$ cat config.mk
export PLATFORM = sky130hd
export DESIGN_NAME = alu_shift_seq
export DESIGN_NICKNAME = d
export VERILOG_FILES = /design/src/rtl/alu_pkg.sv /design/src/rtl/shift_stage.sv /design/src/rtl/alu_shift_seq.sv
export SDC_FILE = /design/constraint.sdc
export NUM_CORES = 1
export LEC_CHECK = 0
export BUFFER_PORTS_ARGS = -buffer_cell sky130_fd_sc_hd__buf_2
export CAP_MARGIN = 20
export CELL_PAD_IN_SITES_DETAIL_PLACEMENT = 1
export CELL_PAD_IN_SITES_GLOBAL_PLACEMENT = 1
export CORE_MARGIN = 4
export CORE_UTILIZATION = 40
export DETAILED_ROUTE_END_ITERATION = 7
export HOLD_SLACK_MARGIN = 0.12
export PLACE_DENSITY_LB_ADDON = 0.08
export SLEW_MARGIN = 40
export SYNTH_ARGS = -nofsm -noshare
export SYNTH_HDL_FRONTEND = slang
export SYNTH_SLANG_ARGS = --single-unit
$ cat constraint.sdc
create_clock -name clk -period 2.85 [get_ports clk]
set_clock_uncertainty 0.2 [all_clocks]
set_input_delay 0.1425 -clock clk [delete_from_list [all_inputs] [get_ports clk]]
set_output_delay 0.1425 -clock clk [all_outputs]
set_load 0.05 [all_outputs]
$ cat src/rtl/alu_pkg.sv
// Shared definitions for the shift sequencer.
//   - ALUFun shift encodings (bit 0 = right, bit 1 = arithmetic fill)
//   - sequencer state enum
//   - barrel stage amounts, largest first; each is one-hot, so it also
//     serves as the mask of the shift-amount bit it consumes
//   - shift helper used by the barrel stage
package alu_pkg;

  localparam logic [1:0] FUN_SLL = 2'b00;
  localparam logic [1:0] FUN_SRL = 2'b01;
  localparam logic [1:0] FUN_SRA = 2'b11;

  typedef enum logic [1:0] {
    ST_IDLE,
    ST_SHIFT,
    ST_DONE
  } shseq_state_t;

  localparam int unsigned NUM_STAGES = 5;
  localparam logic [4:0] STAGE_AMT [NUM_STAGES] = '{5'd16, 5'd8, 5'd4, 5'd2, 5'd1};

  // Shift v by k; on right shifts the vacated upper bits take 'fill'.
  function automatic logic [31:0] shift_k(
    input logic [31:0] v,
    input logic [4:0]  k,
    input logic        right,
    input logic        fill
  );
    logic [31:0] fill_mask;
    fill_mask = fill ? ~(32'hFFFF_FFFF >> k) : '0;
    return right ? ((v >> k) | fill_mask) : (v << k);
  endfunction

endpackage

$ cat src/rtl/shift_stage.sv
// One barrel stage of the shift sequencer (combinational).
// Applies the largest power-of-two amount whose bit is set in rem and
// clears that bit. With rem == 0 both values pass through unchanged.
//   acc      : current partial result
//   rem      : shift amount still to apply
//   fun      : ALUFun ([0]=right, [1]=arithmetic fill)
//   sign     : latched sign of the original operand
//   acc_next : partial result after this stage
//   rem_next : remaining amount after this stage
module shift_stage
  import alu_pkg::*;
(
  input  logic [31:0] acc,
  input  logic [4:0]  rem,
  input  logic [1:0]  fun,
  input  logic        sign,
  output logic [31:0] acc_next,
  output logic [4:0]  rem_next
);

  logic right;
  logic fill;
  logic found;

  assign right = fun[0];
  // Fill uses the original operand sign, not the intermediate acc[31].
  assign fill  = fun[1] & sign;

  always_comb begin
    acc_next = acc;
    rem_next = rem;
    found    = 1'b0;
    for (int unsigned i = 0; i < NUM_STAGES; i++) begin
      if (!found && ((rem & STAGE_AMT[i]) != '0)) begin
        found    = 1'b1;
        acc_next = shift_k(acc, STAGE_AMT[i], right, fill);
        rem_next = rem & ~STAGE_AMT[i];
      end
    end
  end

endmodule

$ cat src/rtl/alu_shift_seq.sv
// Multi-cycle shift sequencer for the execute stage.
// Accepts one SLL/SRL/SRA request at a time, applies one barrel stage per
// set bit of the shift amount, then holds the result with its tag until
// the writeback side accepts it. flush drops any in-flight or held work.
//   clk, rst_n          : clock, async active-low reset
//   flush               : synchronous abort (beats req_valid)
//   req_valid/req_ready : request handshake
//   req_a/req_shamt     : operand and shift amount
//   req_fun/req_tag     : ALUFun and destination tag
//   rsp_valid/rsp_ready : response handshake
//   rsp_s/rsp_tag       : result and its tag
//   busy                : sequencer not idle
module alu_shift_seq
  import alu_pkg::*;
#(
  parameter int W    = 32,
  parameter int TAGW = 5
) (
  input  logic            clk,
  input  logic            rst_n,
  input  logic            flush,
  input  logic            req_valid,
  output logic            req_ready,
  input  logic [W-1:0]    req_a,
  input  logic [4:0]      req_shamt,
  input  logic [1:0]      req_fun,
  input  logic [TAGW-1:0] req_tag,
  output logic            rsp_valid,
  input  logic            rsp_ready,
  output logic [W-1:0]    rsp_s,
  output logic [TAGW-1:0] rsp_tag,
  output logic            busy
);

  shseq_state_t state, state_next;

  logic [W-1:0]    acc, acc_d;
  logic [4:0]      rem, rem_d;
  logic [1:0]      fun, fun_d;
  logic [TAGW-1:0] tag, tag_d;
  logic            sign, sign_d;

  logic [W-1:0]    stage_acc;
  logic [4:0]      stage_rem;

  shift_stage u_stage (
    .acc      (acc),
    .rem      (rem),
    .fun      (fun),
    .sign     (sign),
    .acc_next (stage_acc),
    .rem_next (stage_rem)
  );

  always_ff @(posedge clk or negedge rst_n) begin
    if (!rst_n) begin
      state <= ST_IDLE;
      acc   <= '0;
      rem   <= '0;
      fun   <= '0;
      tag   <= '0;
      sign  <= 1'b0;
    end else begin
      state <= state_next;
      acc   <= acc_d;
      rem   <= rem_d;
      fun   <= fun_d;
      tag   <= tag_d;
      sign  <= sign_d;
    end
  end

  always_comb begin
    state_next = state;
    acc_d      = acc;
    rem_d      = rem;
    fun_d      = fun;
    tag_d      = tag;
    sign_d     = sign;

    unique case (state)
      ST_IDLE: begin
        if (req_valid && !flush) begin
          acc_d      = req_a;
          rem_d      = req_shamt;
          fun_d      = req_fun;
          tag_d      = req_tag;
          sign_d     = req_a[W-1];
          state_next = (req_shamt == '0) ? ST_DONE : ST_SHIFT;
        end
      end
      ST_SHIFT: begin
        acc_d = stage_acc;
        rem_d = stage_rem;
        if (stage_rem == '0) begin
          state_next = ST_DONE;
        end
      end
      ST_DONE: begin
        if (rsp_ready) begin
          state_next = ST_IDLE;
        end
      end
      default: state_next = ST_IDLE;
    endcase

    if (flush) begin
      state_next = ST_IDLE;
    end
  end

  // All handshake outputs decode from registered state only.
  assign req_ready = (state == ST_IDLE);
  assign rsp_valid = (state == ST_DONE);
  assign busy      = (state != ST_IDLE);
  assign rsp_s     = acc;
  assign rsp_tag   = tag;

endmodule

Word level (Yosys, flattened, before mapping)
Index checks and enable logic that the tools add are counted.
{"block": "classes", "eq_ne": 7, "muxes": 33, "bitwise_logic": 6, "reduce_logical": 19}
{"cell": "32-bit two-way mux", "count": 16}
{"cell": "32-bit case mux with 2 select lines", "count": 1}
{"cell": "16-bit by 32-bit bitwise OR with 32-bit output", "count": 1}
{"cell": "24-bit by 32-bit bitwise OR with 32-bit output", "count": 1}
{"cell": "28-bit by 32-bit bitwise OR with 32-bit output", "count": 1}
{"cell": "30-bit by 32-bit bitwise OR with 32-bit output", "count": 1}
{"cell": "31-bit by 32-bit bitwise OR with 32-bit output", "count": 1}
{"cell": "5-bit two-way mux", "count": 5}
{"cell": "5-bit logical NOT", "count": 2}
{"cell": "2-bit two-way mux", "count": 5}
{"cell": "5-bit case mux with 2 select lines", "count": 1}
{"cell": "3-bit by 2-bit inequality test with 1-bit output (second input constant)", "count": 2}
{"cell": "6-bit by 2-bit inequality test with 1-bit output (second input constant)", "count": 1}
{"cell": "2-bit case mux with 3 select lines", "count": 1}
{"cell": "3-bit AND reduction", "count": 2}
{"cell": "1-bit logical AND", "count": 5}
{"cell": "1-bit logical NOT", "count": 5}
{"cell": "1-bit two-way mux", "count": 4}
{"cell": "2-bit AND reduction", "count": 2}
{"cell": "2-bit nonzero test", "count": 2}
{"cell": "3-bit inequality test (second input constant)", "count": 1}
{"cell": "2-bit by 1-bit equality test with 1-bit output (second input constant)", "count": 1}
{"cell": "2-bit equality test (second input constant)", "count": 1}
{"cell": "2-bit logical NOT", "count": 1}
{"cell": "2 further kinds", "count": 2}
{"block": "word_totals", "regBits": 47, "input_bits": 49, "elab_cells": 71}

Logic depth before layout (Yosys ltp)
Gate-level depths: netlist of the first run.
{"block": "depth", "depth_word": 17, "depth_mapped": 9, "depth_no_buf": 5}

Cells and area by module
A second synthesis of the first run with hierarchy kept.
{"block": "unflattened", "hier_cells": 543, "area_unflattened_um2": 4668.2}
{"module": "shift_stage", "n_inst": 1, "cells_per_inst": 388, "area_per_inst_um2": 2386.0, "seq_area_each_um2": 0.0}
{"module": "alu_shift_seq", "n_inst": 1, "cells_per_inst": 155, "area_per_inst_um2": 2282.2, "seq_area_each_um2": 1176.1}

Worst setup path after synthesis of the first run
OpenSTA, ideal clock, no wires.
{"block": "synth_timing", "path_type": "register -> register", "start": "register state[0]", "end": "register acc[30], in the netlist rsp_s[30]", "setup_time_ps": 130, "t_arrival_ps": 1899, "slack_ps": 621, "stages_incl_launch_ff": 7, "synth_period_minus_slack_ps": 2229, "cell_sequence": "dfrtp_1 -> clkbuf_1 -> nor2_1 -> nand3b_1 -> clkbuf_1 -> o21ai_0 -> a21oi_1"}
{"block": "synth_via", "elab_chain_cells": 3, "elab_cells_between_ends": 7, "classes_between": "eq/ne: 3; mux: 1; reduce/logical: 3"}
{"element": "from (decl)", "line_no": "alu_shift_seq.sv:35", "text": "shseq_state_t state, state_next;"}
{"element": "from (signal assigned)", "line_no": "alu_shift_seq.sv:64", "text": "state <= state_next;"}
{"element": "2-bit logical NOT (*)"}
{"element": "named net req_ready", "line_no": "alu_shift_seq.sv:23", "text": "output logic req_ready,"}
{"element": "2-bit by 1-bit inequality test with 1-bit output (no line) or 2-bit nonzero test (tied branches)"}
{"element": "3-bit AND reduction (no line)"}
{"element": "to (signal assigned)", "line_no": "alu_shift_seq.sv:58", "text": "acc <= '0;"}
{"element": "to (signal assigned)", "line_no": "alu_shift_seq.sv:65", "text": "acc <= acc_d;"}
{"element": "to (decl)", "line_no": "alu_shift_seq.sv:37", "text": "logic [W-1:0] acc, acc_d;"}
Mark *: on every way through the listed nets, which the timed path passes. The rest lies on a longest branch.
A chain may end at the register's enable or synchronous reset.

Worst setup path in the final report of the first run
{"block": "layout_timing", "start": "register rem[2]", "end": "register acc[30], in the netlist rsp_s[30]"}
{"block": "layout_via", "elab_chain_cells": 9, "elab_cells_between_ends": 13, "classes_between": "eq/ne: 1; mux: 6; reduce/logical: 6"}
{"element": "from (decl)", "line_no": "alu_shift_seq.sv:38", "text": "logic [4:0] rem, rem_d;"}
{"element": "from (signal assigned)", "line_no": "alu_shift_seq.sv:66", "text": "rem <= rem_d;"}
{"element": "1-bit logical AND (*)", "line_no": "shift_stage.sv:34", "text": "if (!found && ((rem & STAGE_AMT[i]) != '0)) begin"}
{"element": "1-bit two-way mux", "line_no": "shift_stage.sv:34"}
{"element": "1-bit logical NOT", "line_no": "shift_stage.sv:34"}
{"element": "1-bit logical AND", "line_no": "shift_stage.sv:34"}
{"element": "1-bit two-way mux", "line_no": "shift_stage.sv:34"}
{"element": "1-bit logical NOT", "line_no": "shift_stage.sv:34"}
{"element": "1-bit logical AND", "line_no": "shift_stage.sv:34"}
{"element": "6-bit by 2-bit inequality test with 1-bit output (no line) or 32-bit two-way mux (tied branches)"}
{"element": "3-bit AND reduction (no line) or 32-bit case mux with 2 select lines (tied branches)"}
Mark *: on every way between the ends. The rest lies on a longest branch, timed or not.

==> results.txt, run 1 <==
The final wirelength was 20.0 mm. For this run the aggregate overflow at the end of global routing stands at 0. Setup violations remaining at the end of the flow were counted as 0.

The slew at the pin closest to its max-slew limit is 0.743 ns. Across every metal layer, demand over resource in global routing totals 34.5%. When the netlist entered floorplanning its net count stood at 605. The sequential fraction of the synthesis area was 28.9%; the shortest period the worst path allows was 2.62 ns.

Power per unit of standard cell area: 906 nW/um^2. The adder and majority cell fraction of the synthesized area came out at 0%. Along the worst path, the maximum fanout reaches 25. The starting density of the core was 41.4%. After layout, the worst path uses 91.8% of the clock period. In this run the tool buffered the top-level ports with 88 buffer cells. The run gives 1.48 mm as the amount of wire on met3 after detailed routing. The highest signal layer in the routed design was met4.

At the end of the flow the core is filled with cells to 54.0%. Counting flops with an async set or reset pin after synthesis yields a share of 100%. Summed over all failing endpoints, the final setup total negative slack is 0 ns.

The setup path with the least slack is of type flip-flop to flip-flop. The logs give 5300 um^2 for the final standard cell area without fillers and 821 for the post-route non-filler standard cell count. The number of warnings issued by yosys was 0. In this run the mean area of a mapped cell was 7.31 um^2.

The length of the first detailed-routing pass in iterations was 6; the synthesized-area fraction occupied by ao, oa, aoi and oai cells was 33.3%. Entering global routing, the biggest net connects 32 pins. The tightest min-delay check is of the primary input to asynchronous set/reset pin type. The synthesized design contains 0 enable-type register cells. The post-route netlist has 21.7% of its cells at a drive strength greater than 1.

The first global-routing pass estimated 31.2 mm of wire. The logs give 5243 for the via total after detailed routing and 14.3 mm for the half-perimeter wire length after placement. The net count of the finished layout is 736. Share of synthesized area spent on multiplexers: 1.23%. Of the total synthesized cell area, the portion taken by AND, OR, NAND and NOR gates is 29.8%. The clock passes through at most 2 buffers. The layout has 1269 filler cells.

The width of the die is 109 um, and the worst setup slack before clock tree synthesis is 0.278 ns. For this block, wires on met1 add up to 8.27 mm. The clock-pin slew of the registers on the worst-case setup and hold paths works out to 0.10 ns. After detailed routing, the number of vias per cell comes to 6.39. TritonCTS built the clock tree. The tools report the count of unresolved DRC violations after routing as 0.

Clock latency on the worst-skew pair, taken at its later pin, is 0.33 ns. On the final layout, the worst hold slack is 0.116 ns. The die extent in y was 109 um; the final antenna diode count was 0.

TritonCTS created 5 clock buffers. Summing the areas of all xor and xnor instances in the mapped netlist gives 0% of the synthesized area. The tools report the setup slack after layout as 0.233 ns.

The main flop type after synthesis is sky130_fd_sc_hd__dfrtp_1. Routability-driven placement finished with a final weighted congestion of 1.00. The row count was 36.

Max-cap violations in this run came to 0. Largest family of logic cells by synthesized area: compound AO/OA/AOI/OAI gates. The analysis attributes to cell leakage a power of 2.32 nW. The number of placed instances, taps included, is 764. The tools report the library cell used as clock root buffer as sky130_fd_sc_hd__clkbuf_8. The initial antenna violation count was 0; the total power draw was 4.80 mW. Wire segments on met2 add up to 9.42 mm in the final route. Setup repair after global routing left no endpoint under its margin. The die covers 11800 um^2. For the maximum vdd drop, the log shows 415 uV. The logs give 382 MHz for the upper clock frequency limit and 556 for the gate count after technology mapping. In the final routed layout, each cell accounts on average for 24.3 um.

The flow ran to the end, and the final reports show no timing, DRC or antenna violations. The run gives 0 as the count of nets left with antenna violations after detail routing. For the worst path required time, the log shows 2.86 ns. The tools report the final hold violation count as 0.

The number of synthesized register bits was 47. The run gives 4070 um^2 as the area of the mapped netlist. The worst setup path is captured at a flip-flop.

The tools report the number of pins with negative max-slew slack in the final report as 0. The logs give 4720 um^2 for the area of placed instances and 58 for the distinct cell type count of the synthesized netlist. The data arrival time of the worst path was 2.63 ns; the I/O pin count was 89.

For this design, the sink count on the clock tree is 47. The via count of the first global-routing pass came out at 5433. The number of levels in the clock H-tree was 2.

In this run the tightest slew margin relative to its limit is 49.9%. The detailed router finished its first iteration with 509 violations. The area growth from synthesis to layout is 30.4%.

Element type at the critical path start: a flip-flop. The tools report the core outline area as 9820 um^2.
## final cells by class
class / count / area [um^2] / share of cell area [%]
Multi-Input combinational cell: 451 / 2620 / 49.5
Timing Repair Buffer: 173 / 1220 / 22.9
Sequential cell: 47 / 1180 / 22.2
Tap cell: 133 / 166 / 3.14
Clock buffer: 6 / 72.6 / 1.37
Inverter: 9 / 33.8 / 0.637
Clock inverter: 2 / 12.5 / 0.236
## path summary, 6_finish.rpt
path	startpoint	endpoint	slack (ns)	depth (start not counted)
min in group clk	req_valid	rsp_tag[0]	0.24	5
worst min register to register	rsp_tag[1]	rsp_tag[1]	0.30	2
max in group asynchronous	rst_n	rsp_s[13]	1.80	3
worst max register to register	rem[2]	rsp_s[30]	0.23	6
worst min-delay path	rst_n	rem[0]	0.12	2
worst max-delay path	rem[2]	rsp_s[30]	0.23	6
## worst max-delay path: stages (launching register included)
cell and delay [ns]:
sky130_fd_sc_hd__dfrtp_1 0.83, sky130_fd_sc_hd__nor4_1 0.14, sky130_fd_sc_hd__and2_1 0.33, sky130_fd_sc_hd__buf_12 0.20, sky130_fd_sc_hd__o41ai_1 0.50, sky130_fd_sc_hd__buf_4 0.22
sky130_fd_sc_hd__a21oi_1 0.06
## metal layers
layer | vias to the layer above | global-route usage (%)
li1 | 2323 | -
met1 | 2578 | 45.1
met3 | 65 | 7.16
met5 | - | 0
met2 | 277 | 56.3
met4 | 0 | 12.9
## synthesized netlist by cell type, drive strengths merged (3+ instances only)
cell	n	area share, %
a22o	8	1.7
a21oi	58	7.2
a21o	6	1.1
nor2	49	4.5
nand2b	34	5.2
o221ai	6	1.4
a311oi	9	1.9
dfrtp	47	29
a311o	4	0.98
buf	27	3.9
nor3b	7	1.4
o22ai	6	0.92
o31ai	5	0.92
or3b	3	0.65
clkbuf	22	2.0
nor4	5	0.77
nand2	78	7.2
nand3	27	3.3
or4	4	0.74
a211oi	4	0.74
a22oi	3	0.55
inv	9	0.83
o21a	3	0.55
a221oi	4	1.0
o211ai	4	0.74
and3	11	1.7
o21ai	31	3.9
a31oi	29	4.5
or3	4	0.62
mux2i	5	1.2
a31o	4	0.86
nor2b	8	1.2
o41ai	4	0.86
nand3b	5	0.92
## where the power goes
group | switching (mW) | total, mW | internal (mW)
clock network | 0.265 | 0.437 | 0.172
logic | 2.12 | 3.05 | 0.931
registers | 0.430 | 1.31 | 0.881
total | 2.82 | 4.80 | 1.98
## cell families after synthesis
kind of cell / after synthesis
AOI/OAI and AO/OA: 203
buffers and inverters: 58
DFF: 47
muxes: 5
and+or+nand+nor: 243
## state kept, by name, summed over array words and instances (netlist names)
signal and count:
rsp_s 32, rem 5, rsp_tag 5, fun 2, state 2, sign 1
## repair_timing
item	CTS	global route
resized for setup	0	0
setup buffers	0	0
endpoints found under the setup margin	0	0
hold buffers	49	0
endpoints found under the hold margin	76	0
## placed cells by master, fill, tap and decap left out, types with 5 or more instances in the layout
cell type	instances
sky130_fd_sc_hd__nand3b_1	5
sky130_fd_sc_hd__a31oi_1	29
sky130_fd_sc_hd__buf_4	36
sky130_fd_sc_hd__clkbuf_8	5
sky130_fd_sc_hd__a311oi_1	9
sky130_fd_sc_hd__nand2_1	78
sky130_fd_sc_hd__nor2_1	49
sky130_fd_sc_hd__and3_1	11
sky130_fd_sc_hd__nor4_1	5
sky130_fd_sc_hd__a22o_1	8
sky130_fd_sc_hd__nor2b_1	8
sky130_fd_sc_hd__o22ai_1	6
sky130_fd_sc_hd__buf_2	87
sky130_fd_sc_hd__o221ai_1	5
sky130_fd_sc_hd__nand3_1	27
sky130_fd_sc_hd__o31ai_1	5
sky130_fd_sc_hd__mux2i_1	5
sky130_fd_sc_hd__inv_1	9
sky130_fd_sc_hd__dlygate4sd3_1	49
sky130_fd_sc_hd__dfrtp_1	46
sky130_fd_sc_hd__nand2b_1	34
sky130_fd_sc_hd__o21ai_0	30
sky130_fd_sc_hd__nor3b_1	6
sky130_fd_sc_hd__a21o_1	6
sky130_fd_sc_hd__a21oi_1	57
Power figures use the tool's default switching activity.
==> inputs of run 2 (changes only) <==
- CTS_BUF_LIST: default -> sky130_fd_sc_hd__clkbuf_8 sky130_fd_sc_hd__clkbuf_16
- GPL_ROUTABILITY_DRIVEN: default -> 0
==> run 2 against run 1 <==
Highest routed layer unchanged. Global-route usage shrank 2.4 points. Clock-buffer cell count fell by 1. Via count is 0.42% higher. Combinational power about the same. Total power is 1.1% lower. Largest cell class unchanged. Worst hold slack better by 0.067 ns. Core utilization shrank 0.20 points. Routed wire length shrank 6.7%.
==> results.txt, run 2 (synthesized netlist as in run 1, its figures left out) <==
The run finished with clean final reports. Of the total power, the clock network draws 9.2%. The longest clock path from root to sink contains 2 buffers. For the first-pass GRT wire length, the log shows 29.8 mm.

In this run the clock root is driven by a sky130_fd_sc_hd__clkbuf_8. Commonest non-fill, non-tap cell in the layout: sky130_fd_sc_hd__buf_2. The count of unresolved DRC violations after routing is 0, and the relative contribution of combinational cells to total power is 63.7%. The tools report the core outline area as 9820 um^2. The final hold violation count was 0. The library cells used most frequently in the layout, excluding fill and tap cells, are 88 x sky130_fd_sc_hd__buf_2, 78 x sky130_fd_sc_hd__nand2_1, 57 x sky130_fd_sc_hd__a21oi_1. The worst-case IR drop observed on VDD is 436 uV. The analysis attributes to cell leakage a power of 2.31 nW. The die covers 11800 um^2. The internal power of the cells totals 1.97 mW.

In this run the horizontal extent of the chip is 109 um. Compared with the post-synthesis result, the final layout area differs by 29.9%. The fraction of power spent switching nets works out to 58.6%. In this run, flip-flops and latches consume 27.1% of the power. Kind of capture point of the worst setup path: a flip-flop. CTS saw 47 sinks. In this run the power spent charging and discharging nets is 2.78 mW. For this configuration, the core starts out at a cell density of 41.4%. For this design the ratio of total power to cell area is 899 nW/um^2. The final core utilization was 53.8%; the number of buffers inserted to repair setup after CTS was 0. The tools report the worst hold margin as 0.183 ns. The run gives 4700 um^2 as the area of placed instances. Once layout is complete, the cells apart from fillers number 818. The initialized floorplan defines 36 standard-cell rows. The instance count after placement with tap cells included was 761; the maximum number of pins on one net before global-route repair was 36. STA puts the critical path data required time at 2.83 ns. The final antenna diode count is 0. The headroom to the max-slew limit was 48.5%; the count of nets left with antenna violations after detail routing was 0. The H-tree generated during clock tree synthesis spans 2 levels. The setup TNS was 0 ns. 89 I/O pins were placed. The worst setup path is of the flip-flop to flip-flop kind.

TritonCTS built the clock tree. The HPWL after detailed placement is 13.3 mm. The tools report the element type at the critical path start as a flip-flop. Among the stages of the critical path, the cell type that occurs most often is sky130_fd_sc_hd__buf_4.

Fill cells in the final layout number 1294. For this run the aggregate overflow at the end of global routing stands at 0. For the pin with the worst max-slew slack, the measured transition is 0.772 ns. The dominant delay contributor by cell family on the critical path was simple AND/OR/NAND/NOR gates. The tools report the final net count as 733.

The min-delay analysis places its worst path in the category primary input to asynchronous set/reset pin. Reported max-cap violation count: 0. The startpoint of the lowest-slack register-to-register path is rem[2].

The post-route netlist has 21.6% of its cells at a drive strength greater than 1. Input and output buffers added on the ports amount to 88. The final routed wire length divided by cell count is 22.8 um, and the clock-pin slew of the registers on the worst-case setup and hold paths is 0.10 ns. The tools report the final standard cell area without fillers as 5280 um^2.

The cell with the largest stage delay on the worst path is sky130_fd_sc_hd__and2_1. The number of buffers and inverters on the critical path is 2. The count of routing violations after the opening detailed-route iteration was 654; the final wirelength was 18.6 mm. At the worst endpoint, the arrival time is 2.55 ns.

The routed design could run at a clock period as short as 2.57 ns. The number of flip-flops under the largest register name was 32. At the later pin of the worst-skew pair, clock insertion delay measures 0.32 ns. For the total power draw, the log shows 4.75 mW. Setup repair after global routing left no endpoint under its margin. Traced cell by cell, the critical path runs through buf_4, nor4_1, and2_1, buf_4, a311o_1, a22oi_1.

Gates resized during post-CTS repair numbered 0. For this run, the slowest stage of the critical path takes 0.58 ns. Across every metal layer, demand over resource in global routing totals 32.2%. The number of clock buffers added by TritonCTS is 5. Part of the cycle the worst path needs: 90.3%.

The number of pins with negative max-slew slack in the final report is 0, and the total of endpoints with negative setup slack in the final report is 0. The pre-antenna-repair detailed-routing pass consisted of 5 iterations. Derived from the worst setup path, the maximum achievable clock frequency is 389 MHz. The worst setup path startpoint was rem[2]. The die extent in y is 109 um. The initial antenna violation count is 0. Of all nets on the critical path, the largest fanout is 17. In the routed layout, each cell is associated on average with a via count of 6.44.

The via count of the first global-routing pass was 5403; the worst setup slack before clock tree synthesis was 0.315 ns. Setup slack on the critical path of the routed design comes to 0.278 ns. The tools report the via total after detailed routing as 5265.
==> run 2: worst reg2reg max path, cell delays in order (launching register included) <==
cell	delay, ns
sky130_fd_sc_hd__dfrtp_1	0.48
sky130_fd_sc_hd__buf_4	0.23
sky130_fd_sc_hd__nor4_1	0.35
sky130_fd_sc_hd__and2_1	0.58
sky130_fd_sc_hd__buf_4	0.29
sky130_fd_sc_hd__a311o_1	0.20
sky130_fd_sc_hd__a22oi_1	0.10
==> run 2: area by class of cell <==
type                    count  area [um^2]  share of cell area [%]
well taps                 133          166                    3.15
inverters                   9         33.8                   0.640
flip-flops and latches     47         1180                    22.3
multi-input cells         451         2630                    49.8
clock buffers               5         68.8                    1.30
repair buffers            170         1190                    22.6
clock inverters             3         16.3                   0.308
==> run 2: worst paths after layout <==
| check | to | slack, ns | cells past startpoint |
|---|---|---|---|
| min in group clk | sign | 0.21 | 5 |
| hold reg to reg | rsp_tag[4] | 0.29 | 2 |
| hold / removal | rem[0] | 0.18 | 2 |
| setup reg to reg | rsp_s[18] | 0.28 | 6 |
| setup / recovery | rsp_s[18] | 0.28 | 6 |
| max in group asynchronous | rsp_s[22] | 1.64 | 3 |
==> run 2: per-layer routing <==
| layer | share of wire [%] | vias to the layer above | GRT usage [%] |
|---|---|---|---|
| li1 | - | 2320 | - |
| met1 | 42 | 2593 | 43.7 |
| met2 | 46 | 285 | 51.6 |
| met3 | 7.7 | 67 | 4.56 |
| met4 | 4.3 | 0 | 12.8 |
| met5 | 0 | - | 0 |
==> run 2: power by group through the flow <==
| stage | clock network, mW | registers, mW | logic (mW) |
|---|---|---|---|
| final | 0.434 | 1.29 | 3.03 |
| after floorplan | 0 | 1.79 | 1.41 |
| after detailed placement | 0 | 1.28 | 2.88 |
| after CTS | 0.437 | 1.27 | 2.95 |
| after global routing | 0.464 | 1.31 | 3.21 |
| after global placement | 0 | 1.27 | 2.84 |
==> run 2: timing repair <==
action / in CTS / in global routing
hold endpoints to repair: 72 / 0
setup endpoints to repair: 0 / 0
hold buffers: 49 / 0
==> inputs of run 3 (changes only) <==
- CTS_BUF_LIST: sky130_fd_sc_hd__clkbuf_8 sky130_fd_sc_hd__clkbuf_16 -> default
==> run 3 against run 2 <==
Die area unchanged. Highest routed layer unchanged. First-iteration DRC count increased by 4.3%. Core utilization is the same.
==> results.txt, run 3 (synthesized netlist as in run 1, its figures left out) <==
The tools report the static leakage as 2.31 nW. The tools report the final hold violation count as 0. The initial antenna violation count was 0. The width of the die works out to 109 um. The tools report the final antenna diode count as 0. The number of cells on the worst reg-to-reg path is 7. The die extent in y works out to 109 um.

The tools report the via count of the first global-routing pass as 5403. The run gives 9820 um^2 as the core outline area. For the starting density of the core, the log shows 41.4%. Global routing used 43.7% of the available met1 tracks. The all-layer global routing usage is 32.2%, and the via density per instance is 6.43.

The tools report the number of buffers inserted to repair setup after CTS as 0. The worst-case IR drop observed on VDD is 438 uV. The run gives 51.6% as the met2 usage. After routing, the total negative slack on setup checks comes to 0 ns.

The tools report the upper clock frequency limit as 388 MHz. In this run the power density over the cells is 898 nW/um^2. The floorplan step defined a die boundary enclosing 11800 um^2. The detailed router finished its first iteration with 682 violations. Commonest non-fill, non-tap cell in the layout: sky130_fd_sc_hd__buf_2. Cells fill 53.8% of the core in the end.

The tools report the length of the first detailed-routing pass in iterations as 5. TritonCTS built the clock tree. The tools report the kind of capture point of the worst setup path as a flip-flop.

After clock tree synthesis, the clock-pin slew on the worst setup and hold paths is 0.10 ns. Summing over every cut layer, the via total after detailed routing is 5261. At the worst endpoint, the arrival time is 2.55 ns. After detailed routing, the number of remaining DRC violations is 0. The number of levels in the clock H-tree was 2.

Along the worst path, the maximum fanout reaches 17. Summed over all layers, the routed wires come to 18.6 mm. The number of pins with negative max-slew slack in the final report is 0, and the fill cell total of the finished layout is 1294. The layout-stage area growth over the synthesis result is 29.9%. The first global-routing pass estimated 29.8 mm of wire.

The number of hold buffers added after cts was 49. The row count is 36, and the fraction of layout instances using a drive strength above 1 is 21.6%. The final routed wire length divided by cell count was 22.7 um; the slew at the pin closest to its max-slew limit was 0.755 ns.

Met3 usage in global routing: 4.56%. Setup repair after global routing left no endpoint under its margin. 89 I/O pins were placed. The top cell types in the final layout, fill and taps aside, are 88 x sky130_fd_sc_hd__buf_2, 78 x sky130_fd_sc_hd__nand2_1, 57 x sky130_fd_sc_hd__a21oi_1.

Dividing the final minimum period by the clock period gives 90.4%. The tree is rooted in a sky130_fd_sc_hd__clkbuf_8. In the final design database the tool counted 733 nets.

Summed over all layers, the global routing overflow is 0. STA classifies the critical path startpoint as a flip-flop. The clock latency of the later-clocked register in the worst-skew pair was 0.32 ns.

The half-perimeter wire length after placement came out at 13.3 mm. The min-delay analysis places its worst path in the category primary input to asynchronous set/reset pin. Setup violations remaining at the end of the flow were counted as 0. Across the run, the number of max-cap violations was 0. Worst path required time: 2.82 ns. The critical path in this run is classified as flip-flop to flip-flop. The count of nets left with antenna violations once routing finished came out at 0.

The layer flagged by global routing as most heavily used is met2. The register with the most flip-flops in the layout has 32 of them. The routed design could run at a clock period as short as 2.58 ns. The number of port buffers is 88.

The run finished with clean final reports. The worst pin sits at a relative slew slack of 49.6%. The tools report the number of instances resized during post-cts repair as 0. The largest buffer count on any clock path is 2, and the number of buffers created by CTS is 5. The tree built by TritonCTS fans out to 47 sinks. Entering global routing, the biggest net connects 36 pins.
==> run 3: cell count changes in the layout (fill, tap and decap cells not counted) <==
cell | before | now
sky130_fd_sc_hd__clkbuf_1 | 0 | 1
sky130_fd_sc_hd__inv_1 | 10 | 9
==> run 3: worst max-delay path: stages, from the launching register on <==
cell                      delay [ns]
sky130_fd_sc_hd__dfrtp_1        0.47
sky130_fd_sc_hd__buf_4          0.23
sky130_fd_sc_hd__nor4_1         0.34
sky130_fd_sc_hd__and2_1         0.59
sky130_fd_sc_hd__buf_4          0.26
sky130_fd_sc_hd__a31oi_1        0.08
sky130_fd_sc_hd__o41ai_1        0.11
sky130_fd_sc_hd__a22oi_1        0.13
==> run 3: per-layer routing <==
layer / part of all wire [%] / up-vias / routed length (um)
li1: - / 2313 / -
met1: 42 / 2607 / 7780
met2: 47 / 284 / 8720
met3: 7.6 / 57 / 1410
met4: 3.8 / 0 / 699
met5: 0 / - / 0
==> run 3: power by group <==
| part | switching (mW) | leakage [nW] | internal, mW |
|---|---|---|---|
| combinational | 2.10 | 1.71 | 0.917 |
| sequential | 0.408 | 0.557 | 0.881 |
| clock | 0.262 | 0.0412 | 0.173 |
==> run 3: final timing paths <==
path	slack, ns	end	startpoint
min	0.18	rem[0]	rst_n
max reg2reg	0.27	rsp_s[10]	rem[2]
min in group clk	0.21	sign	req_valid
min reg2reg	0.28	rsp_tag[4]	rsp_tag[4]
max in group asynchronous	1.64	rsp_s[22]	rst_n
max	0.27	rsp_s[10]	rem[2]
==> run 3: per-stage QoR <==
step	hold slack (ns)	worst slack [ns]	instances	power, mW	cell area [um^2]
floorplan	-0.353	0.621	556	3.20	4070
global placement	0.0186	0.324	761	4.10	4700
detailed placement	0.0138	0.315	761	4.16	4700
CTS	0.207	0.281	818	4.66	5280
global route	0.227	0.157	818	4.99	5280
finish	0.183	0.275	818	4.74	5280
==> run 3: area by class of cell <==
cell class,instances,area [um^2],share of cell area (%)
Clock buffer,6,72.6,1.37
Clock inverter,2,12.5,0.237
Inverter,9,33.8,0.640
Multi-Input combinational cell,451,2630,49.8
Sequential cell,47,1180,22.3
Tap cell,133,166,3.15
Timing Repair Buffer,170,1190,22.6
